==> src/rtl/mem_access_if.sv <==
// Pipeline-request and data-memory bus bundle for the MEM-stage access master.
// master: the access controller; slave: the pipeline/memory side that drives it.
interface mem_access_if;
   logic        req_valid;
   logic        req_write;
   logic [31:0] req_addr;
   logic [31:0] req_wdata;
   logic        req_ready;
   logic        freeze;
   logic        done;
   logic        err;
   logic [31:0] rdata;
   logic        mem_r_en;
   logic        mem_w_en;
   logic [31:0] mem_addr;
   logic [31:0] mem_wdata;
   logic [31:0] mem_rdata;

   modport master (
      input  req_valid, req_write, req_addr, req_wdata, mem_rdata,
      output req_ready, freeze, done, err, rdata, mem_r_en, mem_w_en, mem_addr, mem_wdata
   );

   modport slave (
      output req_valid, req_write, req_addr, req_wdata, mem_rdata,
      input  req_ready, freeze, done, err, rdata, mem_r_en, mem_w_en, mem_addr, mem_wdata
   );
endinterface

==> src/rtl/mem_access_master.sv <==
// MEM-stage data-memory access controller: one load/store at a time, WAIT_CYCLES wait states.
// Define MEM_ALIGN_CHECK_EN to reject misaligned or out-of-range requests with err.
module mem_access_master #(
   parameter int unsigned WAIT_CYCLES = 0,
   parameter int unsigned BASE_ADDR   = 1024,
   parameter int unsigned DEPTH_WORDS = 2048
) (
   input  logic         clk,
   input  logic         rst,
   mem_access_if.master bus_io
);

   typedef enum logic [1:0] {StIdle, StAccess, StDone} state_e;

   localparam logic [3:0] WaitInit = 4'(WAIT_CYCLES);

   if (WAIT_CYCLES > 15 || DEPTH_WORDS == 0 || BASE_ADDR[1:0] != 2'b00) begin : g_bad_param
      $error("mem_access_master: illegal parameter combination");
   end

   state_e      state_q;
   logic [3:0]  cnt_q;
   logic        write_q;
   logic [31:0] addr_q;
   logic [31:0] wdata_q;
   logic [31:0] rdata_q;
   logic        done_q;
   logic        err_q;
   logic        r_en_q;
   logic        w_en_q;
   logic        reject;
   logic        w_en;
   logic        en_any;

`ifdef MEM_ALIGN_CHECK_EN
   localparam logic [32:0] AddrLo = 33'(BASE_ADDR);
   localparam logic [32:0] AddrHi = 33'(BASE_ADDR) + 33'(DEPTH_WORDS) * 33'd4;

   assign reject = (bus_io.req_addr[1:0] != 2'b00) ||
                   ({1'b0, bus_io.req_addr} < AddrLo) ||
                   ({1'b0, bus_io.req_addr} >= AddrHi);
`else
   assign reject = 1'b0;
`endif

   always_ff @(posedge clk) begin
      if (rst) begin
         state_q <= StIdle;
         cnt_q   <= 4'd0;
         write_q <= 1'b0;
         addr_q  <= 32'd0;
         wdata_q <= 32'd0;
         rdata_q <= 32'd0;
         done_q  <= 1'b0;
         err_q   <= 1'b0;
         r_en_q  <= 1'b0;
         w_en_q  <= 1'b0;
      end else begin
         done_q <= 1'b0;
         err_q  <= 1'b0;
         unique case (state_q)
            StIdle: begin
               if (bus_io.req_valid) begin
                  write_q <= bus_io.req_write;
                  addr_q  <= bus_io.req_addr;
                  wdata_q <= bus_io.req_wdata;
                  cnt_q   <= WaitInit;
                  if (reject) begin
                     state_q <= StDone;
                     done_q  <= 1'b1;
                     err_q   <= 1'b1;
                  end else begin
                     state_q <= StAccess;
                     r_en_q  <= ~bus_io.req_write;
                     // Store strobe only lands on the last ACCESS cycle.
                     w_en_q  <= bus_io.req_write && (WaitInit == 4'd0);
                  end
               end
            end
            StAccess: begin
               if (cnt_q != 4'd0) begin
                  cnt_q  <= cnt_q - 4'd1;
                  w_en_q <= write_q && (cnt_q == 4'd1);
               end else begin
                  if (!write_q) rdata_q <= bus_io.mem_rdata;
                  r_en_q  <= 1'b0;
                  w_en_q  <= 1'b0;
                  state_q <= StDone;
                  done_q  <= 1'b1;
               end
            end
            StDone: state_q <= StIdle;
            default: state_q <= StIdle;
         endcase
      end
   end

   // A reset coinciding with the final store edge must not let the write escape.
   assign w_en   = w_en_q & ~rst;
   assign en_any = r_en_q | w_en;

   assign bus_io.req_ready = (state_q == StIdle);
   assign bus_io.freeze    = ((state_q == StIdle) && bus_io.req_valid) || (state_q == StAccess);
   assign bus_io.done      = done_q;
   assign bus_io.err       = err_q;
   assign bus_io.rdata     = rdata_q;
   assign bus_io.mem_r_en  = r_en_q;
   assign bus_io.mem_w_en  = w_en;
   assign bus_io.mem_addr  = en_any ? addr_q : 32'd0;
   assign bus_io.mem_wdata = en_any ? wdata_q : 32'd0;

endmodule
==> src/flat_wrapper.sv <==
// flat-port wrapper written by rule: the top's interface ports become plain ports
module mem_access_master_flat 
#(
   parameter int unsigned WAIT_CYCLES = 0,
   parameter int unsigned BASE_ADDR   = 1024,
   parameter int unsigned DEPTH_WORDS = 2048
)
  (clk, rst, bus_io_req_valid, bus_io_req_write, bus_io_req_addr, bus_io_req_wdata, bus_io_mem_rdata, bus_io_req_ready, bus_io_freeze, bus_io_done, bus_io_err, bus_io_rdata, bus_io_mem_r_en, bus_io_mem_w_en, bus_io_mem_addr, bus_io_mem_wdata);
  mem_access_if bus_io_i ();
  input  logic clk;
  input  logic rst;
  input wire logic [$bits(bus_io_i.req_valid)-1:0] bus_io_req_valid;
  input wire logic [$bits(bus_io_i.req_write)-1:0] bus_io_req_write;
  input wire logic [$bits(bus_io_i.req_addr)-1:0] bus_io_req_addr;
  input wire logic [$bits(bus_io_i.req_wdata)-1:0] bus_io_req_wdata;
  input wire logic [$bits(bus_io_i.mem_rdata)-1:0] bus_io_mem_rdata;
  output wire logic [$bits(bus_io_i.req_ready)-1:0] bus_io_req_ready;
  output wire logic [$bits(bus_io_i.freeze)-1:0] bus_io_freeze;
  output wire logic [$bits(bus_io_i.done)-1:0] bus_io_done;
  output wire logic [$bits(bus_io_i.err)-1:0] bus_io_err;
  output wire logic [$bits(bus_io_i.rdata)-1:0] bus_io_rdata;
  output wire logic [$bits(bus_io_i.mem_r_en)-1:0] bus_io_mem_r_en;
  output wire logic [$bits(bus_io_i.mem_w_en)-1:0] bus_io_mem_w_en;
  output wire logic [$bits(bus_io_i.mem_addr)-1:0] bus_io_mem_addr;
  output wire logic [$bits(bus_io_i.mem_wdata)-1:0] bus_io_mem_wdata;
  assign bus_io_i.req_valid = bus_io_req_valid;
  assign bus_io_i.req_write = bus_io_req_write;
  assign bus_io_i.req_addr = bus_io_req_addr;
  assign bus_io_i.req_wdata = bus_io_req_wdata;
  assign bus_io_i.mem_rdata = bus_io_mem_rdata;
  assign bus_io_req_ready = bus_io_i.req_ready;
  assign bus_io_freeze = bus_io_i.freeze;
  assign bus_io_done = bus_io_i.done;
  assign bus_io_err = bus_io_i.err;
  assign bus_io_rdata = bus_io_i.rdata;
  assign bus_io_mem_r_en = bus_io_i.mem_r_en;
  assign bus_io_mem_w_en = bus_io_i.mem_w_en;
  assign bus_io_mem_addr = bus_io_i.mem_addr;
  assign bus_io_mem_wdata = bus_io_i.mem_wdata;
  mem_access_master #(.WAIT_CYCLES(WAIT_CYCLES), .BASE_ADDR(BASE_ADDR), .DEPTH_WORDS(DEPTH_WORDS)) u_core (.clk(clk), .rst(rst), .bus_io(bus_io_i));
endmodule
==> config.mk <==
export PLATFORM = sky130hd
export DESIGN_NAME = mem_access_master_flat
export DESIGN_NICKNAME = d
export VERILOG_FILES = /design/src/rtl/mem_access_if.sv /design/src/rtl/mem_access_master.sv /design/src/flat_wrapper.sv
export SDC_FILE = /design/constraint.sdc
export NUM_CORES = 1
export LEC_CHECK = 0
export BUFFER_PORTS_ARGS = -buffer_cell sky130_fd_sc_hd__clkbuf_2
export CAP_MARGIN = 20
export CELL_PAD_IN_SITES_DETAIL_PLACEMENT = 1
export CELL_PAD_IN_SITES_GLOBAL_PLACEMENT = 1
export CORE_MARGIN = 2
export CORE_UTILIZATION = 33
export CTS_CLUSTER_DIAMETER = 30
export DETAILED_ROUTE_END_ITERATION = 10
export GPL_TIMING_DRIVEN = 0
export HOLD_SLACK_MARGIN = 0.1
export PLACE_DENSITY = 0.82
export RECOVER_POWER = 25
export SYNTH_ARGS = -nofsm -noshare
export SYNTH_HDL_FRONTEND = slang
export SYNTH_SLANG_ARGS = --single-unit
==> constraint.sdc <==
create_clock -name clk -period 2 [get_ports clk]
set_clock_uncertainty 0.05 [all_clocks]
set_input_delay 0.4 -clock clk [delete_from_list [all_inputs] [get_ports clk]]
set_output_delay 0.4 -clock clk [all_outputs]
set_load 0.02 [all_outputs]
==> results of run 1 <==
cells in the mapped netlist (3+ instances only):
master and number:
nor2b_1 66, mux2i_1 32, ha_1 3, buf_8 3, a21oi_1 70, nor2_1 3
inv_1 4, o211ai_1 3, o21ai_0 3, dfxtp_1 106, clkbuf_1 32, nand2_1 195
buf_1 3
cells by family (layout without fill, tap and decap cells):
logic type | after synthesis | after routing | synth area share [%]
AO/OA/AOI/OAI | 79 | 79 | 9.334
adder cells (fa/ha/maj) | 3 | 3 | 0.8538
buffers and inverters | 46 | 269 | 5.009
flip-flops | 106 | 106 | 48.26
multiplexers | 32 | 32 | 7.285
other | 1 | 1 | 0.08529
AND/OR/NAND/NOR | 280 | 280 | 29.17
metal layers:
| metal | vias to the layer above | GRT usage (%) |
|---|---|---|
| li1 | 2184 | - |
| met3 | 21 | 3.784 |
| met1 | 2096 | 23.67 |
| met2 | 157 | 34.48 |
| met4 | 0 | 8.088 |
| met5 | - | 0 |
stage by stage:
step | utilization (%) | setup slack, ps | hold WS (ps) | std cells | TNS, ps
6_report | 50.29 | 11.10 | 216.3 | 946 | 0
5_1_grt | 50.29 | -53.21 | 206.5 | 946 | -208.3
4_1_cts | 48.30 | -10.03 | 202.4 | 946 | -55.67
3_5_place_dp | 42.76 | -542.4 | 395.1 | 923 | -31710
3_3_place_gp | 42.76 | -481.0 | 387.3 | 923 | -27060
2_1_floorplan | - | 27.66 | 381.8 | 547 | 0
layout make-up:
type	instances	share of cell area, %
multi-input combinational	395	35.27
sequential	106	32.18
timing repair buffer	208	19.73
buffer	41	5.265
clock buffer	11	3.523
tap	176	3.333
clock inverter	5	0.4735
inverter	4	0.2273
flip-flops by register name (all words and copies together) (netlist names):
register                flops
u_core.cnt_q                4
u_core.bus_io.done          1
u_core.addr_q              32
u_core.bus_io.mem_r_en      1
u_core.w_en_q               1
u_core.write_q              1
u_core.wdata_q             32
u_core.state_q              2
u_core.bus_io.rdata        32
worst min-delay path, stage by stage:
cell and delay, ps:
clkbuf_2 80, nand2_1 40, a21oi_1 50
power breakdown:
part | switching, W | leakage, nW | internal [W]
Combinational | 0.000529 | 1.73 | 0.000417
Clock | 0.000777 | 0.129 | 0.000841
Sequential | 0.0000682 | 0.869 | 0.00224
Total | 0.00137 | 2.73 | 0.00350
worst min-delay path by stage:
stage | end | slack [ps] | cells past startpoint
6_report | u_core.addr_q[17]$_SDFFE_PP0P_ | 220 | 3
5_1_grt | u_core.addr_q[4]$_SDFFE_PP0P_ | 210 | 3
4_1_cts | u_core.addr_q[4]$_SDFFE_PP0P_ | 200 | 3
3_5_place_dp | u_core.wdata_q[3]$_SDFFE_PP0P_ | 400 | 2
3_3_place_gp | u_core.wdata_q[2]$_SDFFE_PP0P_ | 390 | 2
2_1_floorplan | u_core.addr_q[0]$_SDFFE_PP0P_ | 380 | 2
timing repair:
item,CTS,global route
resized for setup,107,137
gates cloned,1,0
hold buffers,0,0
pin swaps,3,2
endpoints found under the setup margin,95,84
buffers inserted,7,0
endpoints found under the hold margin,0,0
==> results.txt, run 1 <==
area leader, netlist = dfxtp_1
post-synthesis instance area = 0.004397 mm^2
Detailed Route Iter0 Violations = 119
crit-path max FO = 10
WP data arrival = 1540 ps
number of synthesis warnings = 0
placed wire-length estimate = 10580 um
met3 routed WL = 876 um
number of max-cap violations = 0
antenna violations before repair = 0
number of synthesized flops with an enable pin = 0
critical path capture point type = output port
H-tree levels = 3
multi-input logic area = 0.002330 mm^2
largest net degree at the start of global routing = 17
RSZ-0062 raised after global routing = true
fmax = 502.8 MHz
routability congestion estimate = 0.8140
clock sinks = 106
Worst R2R End = u_core.bus_io.rdata[7]$_SDFFE_PP0P_
Worst setup SP type = flop
Worst path max stage delay = 350 ps
Final Setup Violations = 0
DIE WIDTH = 119.4 um
Net Count, Synth = 650
Register Area = 0.002126 mm^2
worst path bufs/invs = 3
outcome = finished, final reports clean
fin crit period = 1989 ps
Routed WL per cell = 15.35 um
# DRC = 0
Syn Inst Count = 547
CTS clk-pin slew, worst paths = 70 ps
Critical Path Start = u_core.w_en_q$_SDFFE_PP0P_
vias in the first global route = 4638
largest delay contributor family on the critical path = buffers and inverters
FF-to-FF path depth = 8
post-route clock period utilization = 99.44%
placed standard-cell area = 0.005618 mm^2
io pins = 202
most frequent cells in the layout = nand2_1 (195), clkbuf_2 (108), dfxtp_1 (103), a21oi_1 (70), clkbuf_1 (61)
NumNets Final = 868
CP cell instances = nor2b_4 -> nor2_4 -> buf_8 -> clkbuf_16 -> nor2b_1 -> buf_4
Clk Latency, worst-skew pair = 350 ps
Slew headroom = 61.69%
DR vias/cell = 4.712
hold wc startpoint = bus_io_req_addr[17]
DRT Wirelength = 14520 um
share of layout cells above drive strength 1 = 34.29%
largest cells by area after synthesis = dfxtp_1 (48%), nand2_1 (17%), nor2b_1 (9.4%)
Power Density = 737.4 mW/mm^2
Detail Route Antenna Nets = 0
DR pass1 iterations = 4
Starting Density = 33.47%
die height = 119.4 um
worst vdd ir = 0.3589 mV
Layout Cell Area excl Fill = 0.006606 mm^2
critical register-to-register path startpoint = u_core.cnt_q[0]$_SDFFE_PP0P_
worst slew pin tran = 572.1 ps
Most used DFF post-synth = dfxtp_1
Die ar. = 0.01426 mm^2
highest metal used = met4
CTS tree = yes
Metal-1 WL = 6143 um
antenna cells = 0
first-pass GRT wire length = 22330 um
final-layout fill cell count = 1614
post-synthesis async set-or-reset flop share = 0%
root buf cell = clkbuf_16
Slew Viols, Final = 0
synth-to-layout area growth = 50.26%
via count = 4458
most common cell after layout, fill and taps aside = nand2_1
Final Power = 0.004872 W
Netlist cell types = 29
Hold Crit Class = primary input to flop
routed wl met2 = 7196 um
sequential fraction of the synthesis area = 48.26%
Row Count = 42
PortBufs = 200
CTS Buf Count = 9
clock buffer depth = 2
Core Footprint = 0.01314 mm^2
Final Hold Viols = 0
critical path depth = 6
Avg Cell Area, Syn = 8.038 um^2
Worst EP required = 1550 ps
Leakage Power = 2.726 nW
critical path class = flop to output port
Synth Register Bits = 106
GR Util All Layers = 19.70%
top-area cell type share of the netlist area = 48.26%
worst setup path end = bus_io_mem_wdata[5]
flop2flop setup slack = 120 ps
CP max-delay cell = dfxtp_2
total gr overflow = 0
Note: power is estimated with default switching activity, not from simulation.
==> inputs of run 2 (changes only) <==
Settings changed: SETUP_SLACK_MARGIN from default to 0.1.
==> results.txt, run 2 (synthesis results as in run 1) <==
FF-to-FF path depth = 8 (unchanged)
most used routing layer = met2 (unchanged)
H-tree levels = 3 (unchanged)
total gr overflow = 0 (unchanged)
NumNets Final = 884 (was 868)
CP cell instances = nor2b_4 -> nor2_4 -> buf_12 -> buf_8 -> nor2b_1 -> buf_4 (was nor2b_4 -> nor2_4 -> buf_8 -> clkbuf_16 -> nor2b_1 -> buf_4)
failing checks = setup timing
critical path class = flop to output port (unchanged)
DR pass1 iterations = 4 (unchanged)
Power Density = 708.6 mW/mm^2 (was 737.4 mW/mm^2)
die height = 119.4 um (unchanged)
Final Setup Violations = 2 (was 0)
Register Area = 0.002130 mm^2 (was 0.002126 mm^2)
Detail Route Antenna Nets = 0 (unchanged)
Final Hold Viols = 0 (unchanged)
CTS tree = yes (unchanged)
clock sinks = 106 (unchanged)
DIE WIDTH = 119.4 um (unchanged)
critical path capture point type = output port (unchanged)
synth-to-layout area growth = 61.78% (was 50.26%)
Final Power = 0.005040 W (was 0.004872 W)
PnR worst setup slack = -44.23 ps (was 11.10 ps)
# DRC = 0 (unchanged)
share of layout cells above drive strength 1 = 36.01% (was 34.29%)
post-route clock period utilization = 102.2% (was 99.44%)
CTS Buf Count = 9 (unchanged)
CTS clk-pin slew, worst paths = 70 ps (about the same)
Placed Instances = 923 (unchanged)
WP data arrival = 1590 ps (was 1540 ps)
antenna cells = 0 (unchanged)
Slew headroom = 64.86% (was 61.69%)
number of max-cap violations = 0 (unchanged)
fin crit period = 2044 ps (was 1989 ps)
worst vdd ir = 0.3404 mV (was 0.3589 mV)
routability congestion estimate = 0.8140 (unchanged)
PortBufs = 200 (unchanged)
Worst path max stage delay = 350 ps (about the same)
root buf cell = clkbuf_16 (unchanged)
Slew Viols, Final = 0 (unchanged)
RSZ-0062 raised after global routing = true (unchanged)
placed wire-length estimate = 10580 um (unchanged)
antenna violations before repair = 0 (unchanged)
Row Count = 42 (unchanged)
outcome = finished, violations left (was finished, final reports clean)
DRT Wirelength = 16200 um (was 14520 um)
final-layout fill cell count = 1554 (was 1614)
Hold Crit Class = primary input to flop (unchanged)
Starting Density = 33.47% (unchanged)
first-pass GRT wire length = 23680 um (was 22330 um)
multi-input logic area = 0.002451 mm^2 (was 0.002330 mm^2)
Leakage Power = 2.909 nW (was 2.726 nW)
Final Non-Filler Cells = 962 (was 946)
most common cell after layout, fill and taps aside = nand2_1 (unchanged)
worst slew pin tran = 527.1 ps (was 572.1 ps)
Worst EP required = 1550 ps (about the same)
fmax = 489.2 MHz (was 502.8 MHz)
GR Util met2 = 37.14% (was 34.48%)
vias in the first global route = 4833 (was 4638)
DR vias/cell = 4.805 (was 4.712)
crit-path max FO = 9 (was 10)
largest net degree at the start of global routing = 17 (unchanged)
Core Footprint = 0.01314 mm^2 (unchanged)
Routed WL per cell = 16.84 um (was 15.35 um)
GR Util All Layers = 20.91% (was 19.70%)
hold path cells = 3 (unchanged)
most frequent cells in the layout = nand2_1 (194), clkbuf_2 (102), dfxtp_1 (102), a21oi_1 (70), clkbuf_1 (60) (was nand2_1 (195), clkbuf_2 (108), dfxtp_1 (103), a21oi_1 (70), clkbuf_1 (61))
via count = 4622 (was 4458)
Clk Latency, worst-skew pair = 350 ps (about the same)
Worst setup SP type = flop (unchanged)
clock buffer depth = 2 (unchanged)
Die ar. = 0.01426 mm^2 (unchanged)
io pins = 202 (unchanged)
M3 GR Usage = 3.927% (was 3.784%)
CP max-delay cell = dfxtp_2 (unchanged)
Detailed Route Iter0 Violations = 204 (was 119)
GR met1 Demand/Resource = 24.63% (was 23.67%)
## run 2: power breakdown
part | total, W | internal, W | switching (W)
combinational | 0.00110 | 0.000512 | 0.000587
sequential | 0.00231 | 0.00224 | 0.0000740
clock | 0.00163 | 0.000841 | 0.000787
## run 2: layout make-up
class                      count  share of cell area (%)
multi-input combinational    395                   34.46
timing repair buffer         223                   23.47
buffer                        42                   5.119
tap                          176                   3.096
clock buffer                  11                   3.272
clock inverter                 5                  0.4398
sequential                   106                   29.94
inverter                       4                  0.2111
## run 2: timing repair
action                                  4_1_cts  5_1_grt
setup buffers                                11        3
resized for setup                           171      158
pin swaps                                     3        1
endpoints found under the setup margin       97      116
hold buffers                                  0        0
gates cloned                                  7        2
## run 2: critical path: cells and delay by family (launching register included)
kind                   cells  cell delay (ps)
buffers and inverters      3              470
DFF                        1              350
and+or+nand+nor            3              410
## run 2: routing by layer
layer | routed length, um | vias to the layer above
met2 | 8220 | 160
li1 | - | 2217
met1 | 6799 | 2224
met5 | 0 | -
met3 | 873 | 21
met4 | 310 | 0
## run 2: path summary, 6_finish.rpt
| kind | from | end | slack, ps |
|---|---|---|---|
| setup / recovery | u_core.w_en_q$_SDFFE_PP0P_ | bus_io_mem_addr[5] | -40 |
| hold / removal | bus_io_req_addr[17] | u_core.addr_q[17]$_SDFFE_PP0P_ | 210 |
| setup reg to reg | u_core.cnt_q[1]$_SDFFE_PP0P_ | u_core.bus_io.rdata[4]$_SDFFE_PP0P_ | 60 |
| hold reg to reg | u_core.wdata_q[3]$_SDFFE_PP0P_ | u_core.wdata_q[3]$_SDFFE_PP0P_ | 400 |
## run 2: per-stage QoR
stage                     setup slack, ps  util, %  setup TNS, ps  instance area (um^2)  hold slack [ps]
after detailed placement           -542.4    42.76         -31710                  5618            395.1
after CTS                          -1.110    51.22         -1.276                  6729            202.4
after floorplan                     27.66        -              0                  4397            381.8
after global routing               -47.48    54.14         -368.9                  7113            212.1
after global placement             -481.0    42.76         -27060                  5618            387.3
final                              -44.23    54.14         -48.52                  7113            211.8
